### src/rtl/lstm_seq_ctrl.sv
// lstm_seq_ctrl: sequential driver/consumer closing the recurrence loop of a combinational LSTM cell
// Ports:
//   i_clk, i_rst                      clock, synchronous active-high reset
//   i_in_valid/o_in_ready/i_in_data   X sample stream (i_in_first zeroes c/h, i_in_last tags sequence end)
//   o_cell_x/o_cell_c/o_cell_h        registered inputs to the cell
//   i_cell_c_out/i_cell_h_out         cell results, captured CELL_LAT cycles after the inputs settle
//   o_out_valid/i_out_ready           result handshake carrying o_out_h, o_out_c, o_out_last, o_step_idx
//   o_busy                            controller not idle
//   o_clamp_hit                       sticky c saturation flag (only with LSTM_STATE_CLAMP_EN)
// Build option: define LSTM_STATE_CLAMP_EN to saturate captured c to [-C_CLAMP, +C_CLAMP].
module lstm_seq_ctrl #(
    parameter int DATA_WIDTH = 16,
    parameter int FRACT_WIDTH = 8,
    parameter int CELL_LAT = 1,
    parameter int CNT_WIDTH = 8,
    parameter logic [DATA_WIDTH-1:0] C_CLAMP = 16'h0800
) (
    input  logic                  i_clk,
    input  logic                  i_rst,
    input  logic                  i_in_valid,
    output logic                  o_in_ready,
    input  logic [DATA_WIDTH-1:0] i_in_data,
    input  logic                  i_in_first,
    input  logic                  i_in_last,
    output logic [DATA_WIDTH-1:0] o_cell_x,
    output logic [DATA_WIDTH-1:0] o_cell_c,
    output logic [DATA_WIDTH-1:0] o_cell_h,
    input  logic [DATA_WIDTH-1:0] i_cell_c_out,
    input  logic [DATA_WIDTH-1:0] i_cell_h_out,
    output logic                  o_out_valid,
    input  logic                  i_out_ready,
    output logic [DATA_WIDTH-1:0] o_out_h,
    output logic [DATA_WIDTH-1:0] o_out_c,
    output logic                  o_out_last,
    output logic [CNT_WIDTH-1:0]  o_step_idx,
    output logic                  o_busy
`ifdef LSTM_STATE_CLAMP_EN
    ,
    output logic                  o_clamp_hit
`endif
);
    if (CELL_LAT < 0 || CELL_LAT > 15) begin : g_bad_lat
        $error("CELL_LAT must be 0..15");
    end
    if (FRACT_WIDTH >= DATA_WIDTH) begin : g_bad_fract
        $error("FRACT_WIDTH must be below DATA_WIDTH");
    end
    typedef enum logic [1:0] {IDLE, EVAL, OUT} state_t;
    state_t                r_state;
    state_t                w_next;
    logic [3:0]            r_cnt;
    logic [DATA_WIDTH-1:0] r_x;
    logic [DATA_WIDTH-1:0] r_c;
    logic [DATA_WIDTH-1:0] r_h;
    logic                  r_last;
    logic [CNT_WIDTH-1:0]  r_seq;
    logic                  w_accept;
    logic                  w_capture;
    logic [DATA_WIDTH-1:0] w_c_cap;
    assign w_accept = (r_state == IDLE) && i_in_valid;
    assign w_capture = (r_state == EVAL) && (r_cnt == 4'd0);
    assign o_in_ready = (r_state == IDLE);
    assign o_out_valid = (r_state == OUT);
    assign o_busy = (r_state != IDLE);
    assign o_cell_x = r_x;
    assign o_cell_c = r_c;
    assign o_cell_h = r_h;
`ifdef LSTM_STATE_CLAMP_EN
    logic [DATA_WIDTH-1:0] w_neg;
    logic                  w_hi;
    logic                  w_lo;
    logic                  r_clamp_hit;
    assign w_neg = -C_CLAMP;
    assign w_hi = $signed(i_cell_c_out) > $signed(C_CLAMP);
    assign w_lo = $signed(i_cell_c_out) < $signed(w_neg);
    assign w_c_cap = w_hi ? C_CLAMP : (w_lo ? w_neg : i_cell_c_out);
    assign o_clamp_hit = r_clamp_hit;
    always_ff @(posedge i_clk) begin
        if (i_rst)
            r_clamp_hit <= 1'b0;
        else if (w_accept && i_in_first)
            r_clamp_hit <= 1'b0;
        else if (w_capture && (w_hi || w_lo))
            r_clamp_hit <= 1'b1;
    end
`else
    assign w_c_cap = i_cell_c_out;
`endif
    always_comb begin
        w_next = r_state;
        case (r_state)
            IDLE:    w_next = i_in_valid ? EVAL : IDLE;
            EVAL:    w_next = (r_cnt == 4'd0) ? OUT : EVAL;
            OUT:     w_next = i_out_ready ? IDLE : OUT;
            default: w_next = IDLE;
        endcase
    end
    always_ff @(posedge i_clk) begin
        if (i_rst) begin
            r_state    <= IDLE;
            r_cnt      <= 4'd0;
            r_x        <= '0;
            r_c        <= '0;
            r_h        <= '0;
            r_last     <= 1'b0;
            r_seq      <= '0;
            o_out_h    <= '0;
            o_out_c    <= '0;
            o_out_last <= 1'b0;
            o_step_idx <= '0;
        end else begin
            r_state <= w_next;
            if (w_accept) begin
                r_x    <= i_in_data;
                r_last <= i_in_last;
                r_cnt  <= 4'(CELL_LAT);
                r_seq  <= i_in_first ? '0 : r_seq + 1'b1;
                if (i_in_first) begin
                    r_c <= '0;
                    r_h <= '0;
                end
            end
            if (r_state == EVAL && r_cnt != 4'd0)
                r_cnt <= r_cnt - 4'd1;
            if (w_capture) begin
                r_c        <= w_c_cap;
                r_h        <= i_cell_h_out;
                o_out_c    <= w_c_cap;
                o_out_h    <= i_cell_h_out;
                o_out_last <= r_last;
                o_step_idx <= r_seq;
            end
        end
    end
endmodule

### config.mk
export PLATFORM = sky130hd
export DESIGN_NAME = lstm_seq_ctrl
export DESIGN_NICKNAME = d
export VERILOG_FILES = /design/src/rtl/lstm_seq_ctrl.sv
export SDC_FILE = /design/constraint.sdc
export NUM_CORES = 1
export LEC_CHECK = 0
export BUFFER_PORTS_ARGS = -buffer_cell sky130_fd_sc_hd__buf_2
export CAP_MARGIN = 15
export CORE_MARGIN = 2
export CORE_UTILIZATION = 44
export DETAILED_ROUTE_END_ITERATION = 8
export PLACE_DENSITY = 0.75
export SYNTH_ARGS = -nofsm -noshare
export SYNTH_HDL_FRONTEND = slang
export SYNTH_SLANG_ARGS = --single-unit
### constraint.sdc
create_clock -name i_clk -period 1.9 [get_ports i_clk]
set_clock_uncertainty 0.15 [all_clocks]
set_input_delay 0.19 -clock i_clk [delete_from_list [all_inputs] [get_ports i_clk]]
set_output_delay 0.19 -clock i_clk [all_outputs]
set_load 0.02 [all_outputs]
# [After elaboration in Yosys (flattened, before gate mapping)]
# Index checks and enable logic that the tools add are counted.
[totals] regBits=104 inputBits=54
[op_classes] n_addsub=2 n_eq_ne=2 mux=11 n_reduce_logical=11
[op_table] operator="16-bit 2-to-1 mux" count=4
[op_table] operator="8-bit by 1-bit adder with 8-bit output, second input constant" count=1
[op_table] operator="4-bit 2-to-1 mux" count=2
[op_table] operator="8-bit 2-to-1 mux" count=1
[op_table] operator="2-bit nonzero test" count=4
[op_table] operator="2-bit one-hot mux with 3 select lines" count=1
[op_table] operator="4-bit zero test" count=1
[op_table] operator="2-bit 2-to-1 mux" count=2
[op_table] operator="4-bit nonzero test" count=1
[op_table] operator="4-bit by 1-bit subtractor with 4-bit output, second input constant" count=1
[op_table] operator="1-bit logical AND" count=3
[op_table] operator="2-bit by 1-bit equality test with 1-bit output, second input constant" count=1
[op_table] operator="2-bit equality test, second input constant" count=1
[op_table] operator="2-bit zero test" count=1
[op_table] operator="2-bit AND reduction" count=1
[op_table] operator="1-bit 2-to-1 mux" count=1

# [Logic depth before layout (Yosys ltp)]
# Gate-level depths: netlist of run 1.
[depth] ltp_word=4 depth_mapped=7 ltp_nobuf=5

# [Least setup slack after synthesis of run 1]
# OpenSTA, ideal clock, no wires.
[synth_path] kind="flip-flop to flip-flop" startpoint="reg r_cnt[0]" endpoint="reg r_c[0], in the netlist o_cell_c[0]" setup_time_ns=0.132 t_arrival_ns=1.551 required_time_ns=1.618 path_slack_ns=0.067 path_stages_with_launch=8 synth_period_minus_slack_ns=1.833 path_cell_list="dfxtp_1 inv_1 ha_1 or3b_1 clkbuf_1 clkbuf_1 o211ai_1 a21oi_1"
[synth_between] elab_chain_len=4 word_cells_on_any_way=6 cone_classes="mux: 1; reduce/logical: 5"
[synth_lines] element="start, declared" line_no="51" text="logic [3:0] r_cnt;"
[synth_lines] element="start signal, assigned" line_no="116" text="r_cnt <= 4'(CELL_LAT);"
[synth_lines] element="start signal, assigned" line_no="124" text="r_cnt <= r_cnt - 4'd1;"
[synth_lines] element="4-bit zero test (*)" line_no="61" text="assign w_capture = (r_state == EVAL) && (r_cnt == 4'd0);"
[synth_lines] element="1-bit logical AND (*)" line_no="61"
[synth_lines] element="2-bit nonzero test (no source line)"
[synth_lines] element="2-bit AND reduction (no source line)"
[synth_lines] element="end signal, assigned" line_no="126" text="r_c <= w_c_cap;"
[synth_lines] element="end, declared" line_no="53" text="logic [DATA_WIDTH-1:0] r_c;"
# Every way passes the cells marked *; elsewhere a longest branch is shown, timed or not.
# A chain may end at the register's enable or synchronous reset.

# [Worst setup path in the final report of run 1]
[layout_path] startpoint="reg r_cnt[0]" endpoint="reg r_cnt[3]"
[layout_between] elab_chain_len=3 word_cells_on_any_way=5 cone_classes="add/sub: 1; mux: 1; reduce/logical: 3"
[layout_lines] element="branches (longest 3 deep; another with 4-bit by 1-bit subtractor with 4-bit output)"
# Several ways; the timed one is not identified.

==> results.md, run 1 <==
* Status: finished clean
* Max clock buf depth at 2
* Max Cap Viol at 0
* Initial DRC count at 188
* First-pass GRT wire length at 18.3 mm
* GP Congestion at 0.768
* Synthesized net count at 511
* Ranking of synthesized cells by area: dfxtp_1, a21oi_1, o211ai_1, nand3_1, o21ai_0
* Largest net degree at the start of global routing at 52
* Crit path depth at 6
* EDFF count, synth at 0
* # IOs at 146
* Initial antenna violation count at 0
* Antenna viol nets, final at 0
* Number of global-route vias before repair at 3934
* Yosys warning total at 0
* Synth Area in XOR/XNOR at 0.00223
* Most instantiated cells after synthesis: dfxtp_1, a21oi_1, nand3_1
* WS Path Type: flip-flop to flip-flop
* Core Footprint at 8680 um^2
* Max incr delay on CP at 0.47 ns
* Via density at 5.46
* FF+latch count, synth at 104
* WL per Instance at 15.1 um
* Clock-pin slew on the worst setup and hold paths at 0.10 ns
* Drt first pass iters at 4
* Most common cell in the netlist: dfxtp_1
* Fill cells at 748
* Critical Path RT at 2.02 ns
* Slew @ Worst Pin at 0.380 ns
* Largest delay contributor family on the critical path: simple AND/OR/NAND/NOR gates
* Post-synthesis sequential area ratio at 0.531
* Layout cell share with drive strength beyond 1 at 0.298
* RSZ-0062 raised after global routing: yes
* Chip width at 98.4 um
* Main combinational cell family by area after synthesis: compound AO/OA/AOI/OAI gates
* TritonCTS Sinks at 104
* Max Clock Freq at 553 MHz
* Die ar. at 9680 um^2
* Worst reg2reg endpoint: r_cnt[3]
* CTS buffer count at 9
* Worst setup EP type: flip-flop
* Worst hold margin at 0.0264 ns
* Number of H-tree levels at 3
* Die Height at 98.4 um
* Crit path buf inv count at 2
* Mean Syn Cell Area at 8.63 um^2
* Yosys cell types at 35
* Post-layout util at 0.633
* Total GRT Usage at 0.227
* Worst Setup EP: r_cnt[3]
* Post-Syn Instances at 454
* PD cells at 863 nW/um^2
* DRC violations left at 0
* R2r worst-path depth at 6
* Fin. Hold Viols at 0
* DP Wirelength at 7.36 mm
* Slew HR at 0.744
* Crit path max fanout at 6
* Final Cycle Share at 0.951
* Clock Tree Root: clkbuf_8
* Area Overhead vs Synth at 40.2%
* Post-synthesis compound-gate area fraction at 0.260
* Total wire length at 11.4 mm
* Ys async rst share at 0
* PortBufs at 145
* FF-to-FF setup slack at 0.09 ns
* Final nets at 694
* Tmin final at 1.81 ns
* Fin. max-slew vios at 0
* CTS tree: yes
* P_leak at 2.32 nW
* Clk_lat worst skew at 0.35 ns
* # rows at 34
* Post-Synth Simple-Gate Area at 0.145
* Routed vias at 4092
* Post-synthesis mux area share at 0.00255
* Main synth FF type: dfxtp_1
* Reg-to-Reg Start: r_cnt[0]
* Crit path from: r_cnt[0]
* Worst vdd ir at 0.460 mV
* Grt ovf at 0
* Top cell type's share of synthesized area at 0.531
* N_diodes at 0
* Worst Hold Depth at 4
* Synthesized area at 3920 um^2
* Critical Path AT at 1.93 ns
* Final setup vio count at 0
* Master of the slowest instance on the critical path: or4_1
* Critical Path Source Type: flip-flop
* Worst hold path class: primary input to flip-flop
* Critical path cell sequence: inv_1 > ha_1 > nor3b_4 > buf_4 > or4_1 > a31oi_1
* Cell taking the most area after synthesis: dfxtp_1
* Starting density of the core at 0.452
* Adder-Cell Fraction of Synth Area at 0.00958
-- worst min path at each step --
stage	start	endpoint
finish	i_out_ready	r_state[1]
global route	i_out_ready	r_state[1]
CTS	i_out_ready	r_state[1]
detailed placement	i_in_data[8]	o_cell_x[8]
global placement	i_in_data[3]	o_cell_x[3]
floorplan	i_in_last	r_last
-- area by class of cell --
type | count | area, um^2 | area share
clock buffers | 10 | 128 | 0.0232
clock inverters | 6 | 51.3 | 0.00934
inverters | 5 | 18.8 | 0.00342
multi-input cells | 300 | 1660 | 0.302
flip-flops and latches | 104 | 2080 | 0.379
well taps | 108 | 135 | 0.0246
repair buffers | 217 | 1420 | 0.258
-- stage by stage --
step / TNS, ns / worst slack (ns) / instances / power [mW] / area [um^2]
3_5_place_dp: 0 / 0.0121 / 683 / 3.41 / 4800
6_report: 0 / 0.0928 / 750 / 4.74 / 5490
5_1_grt: -0.0170 / -0.0170 / 750 / 4.96 / 5490
4_1_cts: 0 / 0.00187 / 748 / 4.74 / 5470
3_3_place_gp: 0 / 0.0887 / 683 / 3.39 / 4800
2_1_floorplan: 0 / 0.0672 / 454 / 3.03 / 3920
-- repair_timing --
| item | CTS | global route |
|---|---|---|
| hold buffers | 49 | 0 |
| endpoints found under the hold margin | 81 | 0 |
| buffers inserted | 0 | 2 |
| resized for setup | 0 | 4 |
| setup endpoints to repair | 0 | 75 |
-- worst register-to-register path, delay by kind of cell, from the launching register on --
kind	cells	cell delay [ns]
compound gates	1	0.16
fa+ha+maj	1	0.21
buf+inv	2	0.21
flops	1	0.36
simple gates	2	0.65
-- routing by layer --
metal	global-route usage	vias up	wire, um
li1	-	1995	-
met1	0.291	1940	4810
met2	0.385	139	5740
met3	0.0408	18	648
met4	0.0780	0	160
met5	0	-	0
-- flip-flops by register name (all words and copies together), names as in the netlist --
signal,cells
o_cell_x,16
o_cell_h,16
o_out_c,16
o_step_idx,8
o_out_last,1
r_last,1
o_out_h,16
r_seq,8
r_cnt,4
o_cell_c,16
r_state,2
-- where the power goes --
part | switching, mW | internal (mW) | total, mW | leakage [nW]
Combinational | 0.686 | 0.410 | 1.10 | 1.38
Clock | 0.775 | 0.494 | 1.27 | 0.0875
Sequential | 0.0707 | 2.31 | 2.38 | 0.846
-- placed cells by master, fill, tap and decap left out, types with 2 or more instances in the layout --
cell type,count
ha_1,3
buf_12,2
buf_4,20
o31ai_1,2
inv_1,5
clkinv_4,3
nand2_1,39
o21ai_0,43
inv_6,2
buf_2,145
clkbuf_8,9
nor2b_1,4
o211ai_1,34
nand3_1,45
nor2_1,3
or4_1,2
a21oi_1,98
dlygate4sd3_1,49
dfxtp_1,103
or3_1,5
-- kinds of logic after synthesis --
kind of cell             after synthesis
buffers and inverters                 50
adder cells (fa/ha/maj)                3
multiplexers                           1
flip-flops                           104
XOR/XNOR                               1
AO/OA/AOI/OAI                        183
AND/OR/NAND/NOR                      112
Power figures use the tool's default switching activity.
==> run 2: changes to the inputs <==
--- a/config.mk
+++ b/config.mk
@@ -8,9 +8,9 @@
 export BUFFER_PORTS_ARGS = -buffer_cell sky130_fd_sc_hd__buf_2
 export CAP_MARGIN = 15
 export CORE_MARGIN = 2
-export CORE_UTILIZATION = 44
+export CORE_UTILIZATION = 49
 export DETAILED_ROUTE_END_ITERATION = 8
-export PLACE_DENSITY = 0.75
+export PLACE_DENSITY = 0.8
 export SYNTH_ARGS = -nofsm -noshare
 export SYNTH_HDL_FRONTEND = slang
 export SYNTH_SLANG_ARGS = --single-unit
==> constraint.sdc (replaced) <==
create_clock -name i_clk -period 1.7 [get_ports i_clk]
set_clock_uncertainty 0.15 [all_clocks]
set_input_delay 0.17 -clock i_clk [delete_from_list [all_inputs] [get_ports i_clk]]
set_output_delay 0.17 -clock i_clk [all_outputs]
set_load 0.02 [all_outputs]
==> run 2 against run 1 <==
The run now ends with negative setup slack left. Final area rose by 2.6%. Non-clock buffer count did not move. Combinational power rose by 19%. Clock-buffer cell count did not move. Clock power rose by 40%. Setup slack got worse by 0.14 ns. Routed wire length rose by 5.9%. Critical endpoint is now o_cell_c[6]. Largest cell class unchanged.
==> results.md, run 2 (synthesized netlist as in run 1, its figures left out) <==
* RSZ-0062 raised after global routing: yes
* Total wire length at 12.0 mm
* P_leak at 2.37 nW
* Commonest non-fill, non-tap cells in the layout: buf_2, dfxtp_1, a21oi_1
* Initial antenna violation count at 0
* Final Cell Area at 5640 um^2
* Placed cell area at 4840 um^2
* Drt first pass iters at 6
* DRC violations left at 0
* Total GRT Usage at 0.265
* Starting density of the core at 0.507
* Critical Path AT at 1.83 ns
* Status: finished with violations
* Worst vdd ir at 0.579 mV
* Worst hold path class: primary input to flip-flop
* Die ar. at 8730 um^2
* N_diodes at 0
* Met3 Wirelength at 623 um
* Initial DRC count at 274
* Setup bufs post-CTS at 0
* Critical Path Source Type: flip-flop
* Worst setup EP type: flip-flop
* Core Footprint at 7730 um^2
* Max clock buf depth at 2
* Met1 wire length at 4.68 mm
* DR top layer: met4
* Pre-CTS setup slack at -0.0303 ns
* Clock-pin slew on the worst setup and hold paths at 0.10 ns
* # IOs at 146
* Crit path max fanout at 35
* FF-to-FF setup slack at -0.04 ns
* First-pass GRT wire length at 18.6 mm
* WS Path Type: flip-flop to flip-flop
* WL per Instance at 16.2 um
* Final worst slack at -0.0441 ns
* Number of H-tree levels at 3
* Fill cells at 571
* DP Wirelength at 6.99 mm
* CTS buffer count at 9
* Area Overhead vs Synth at 43.8%
* Critical Path RT at 1.79 ns
* Tmin final at 1.74 ns
* Final nets at 694
* Layout cell share with drive strength beyond 1 at 0.310
* PD cells at 1020 nW/um^2
* Slew HR at 0.734
* PortBufs at 145
* Via density at 5.63
* Violated checks: negative setup slack
* Largest net degree at the start of global routing at 72
* Routed vias at 4188
* Fin. Hold Viols at 0
* # rows at 32
* Fin. max-slew vios at 0
* Final Cycle Share at 1.03
* Wire length on met2 at 6.25 mm
* Clock Tree Root: clkbuf_8
* Antenna viol nets, final at 0
* TritonCTS Sinks at 104
* Grt ovf at 0
* Number of global-route vias before repair at 4043
* Die Height at 93.4 um
* Final setup vio count at 42
* Clk_lat worst skew at 0.35 ns
* Max Clock Freq at 573 MHz
* CTS tree: yes
* Commonest non-fill, non-tap cell in the layout: buf_2
* Chip width at 93.4 um
* Slew @ Worst Pin at 0.399 ns
* GP Congestion at 0.782
* Max Cap Viol at 0
[run 2: routing by layer]
metal  vias to the layer above  global-route usage
met3                        46              0.0483
met2                       166               0.463
li1                       1998                   -
met5                         -                   0
met4                         0               0.148
met1                      1978               0.305
[run 2: area by class of cell]
cell class | instances | area [um^2] | area share
flip-flops and latches | 104 | 2080 | 0.370
multi-input cells | 300 | 1700 | 0.301
repair buffers | 217 | 1470 | 0.262
clock buffers | 10 | 128 | 0.0226
well taps | 102 | 128 | 0.0226
clock inverters | 6 | 108 | 0.0191
inverters | 5 | 18.8 | 0.00333
[run 2: what timing repair did]
| action | CTS | global route |
|---|---|---|
| hold buffers | 50 | 0 |
| gates resized for setup | 0 | 23 |
| hold endpoints to repair | 82 | 0 |
| endpoints found under the setup margin | 27 | 74 |
| gates cloned | 0 | 1 |
[run 2: where the power goes]
group / leakage (nW) / internal (mW) / switching [mW]
Combinational: 1.41 / 0.500 / 0.813
Sequential: 0.846 / 2.58 / 0.0773
Clock: 0.116 / 0.974 / 0.808
[run 2: path summary, 6_finish.rpt]
check / from / to / cells past startpoint
worst min register to register: o_cell_x[14] / o_cell_x[14] / 2
worst max register to register: r_cnt[1] / o_cell_c[6] / 6
worst min-delay path: i_rst / o_out_c[7] / 2
worst max-delay path: r_cnt[1] / o_cell_c[6] / 6
[run 2: through the flow]
stage / hold WS, ns / cells / power, mW / TNS [ns] / util
after CTS: 0.0599 / 743 / 5.68 / -0.258 / 0.722
after global placement: 0.260 / 677 / 3.81 / 0 / 0.626
after floorplan: 0.156 / 454 / 3.42 / 0 / -
final: 0.0776 / 744 / 5.75 / -0.927 / 0.729
after global routing: 0.0999 / 744 / 5.98 / -4.93 / 0.729
after detailed placement: 0.266 / 677 / 3.83 / -0.0466 / 0.626
[run 2: worst max-delay path, stage by stage (launching register included)]
cell	delay [ns]
dfxtp_2	0.34
inv_2	0.07
ha_4	0.13
or3b_4	0.43
clkbuf_16	0.23
o211ai_1	0.18
a21oi_1	0.09
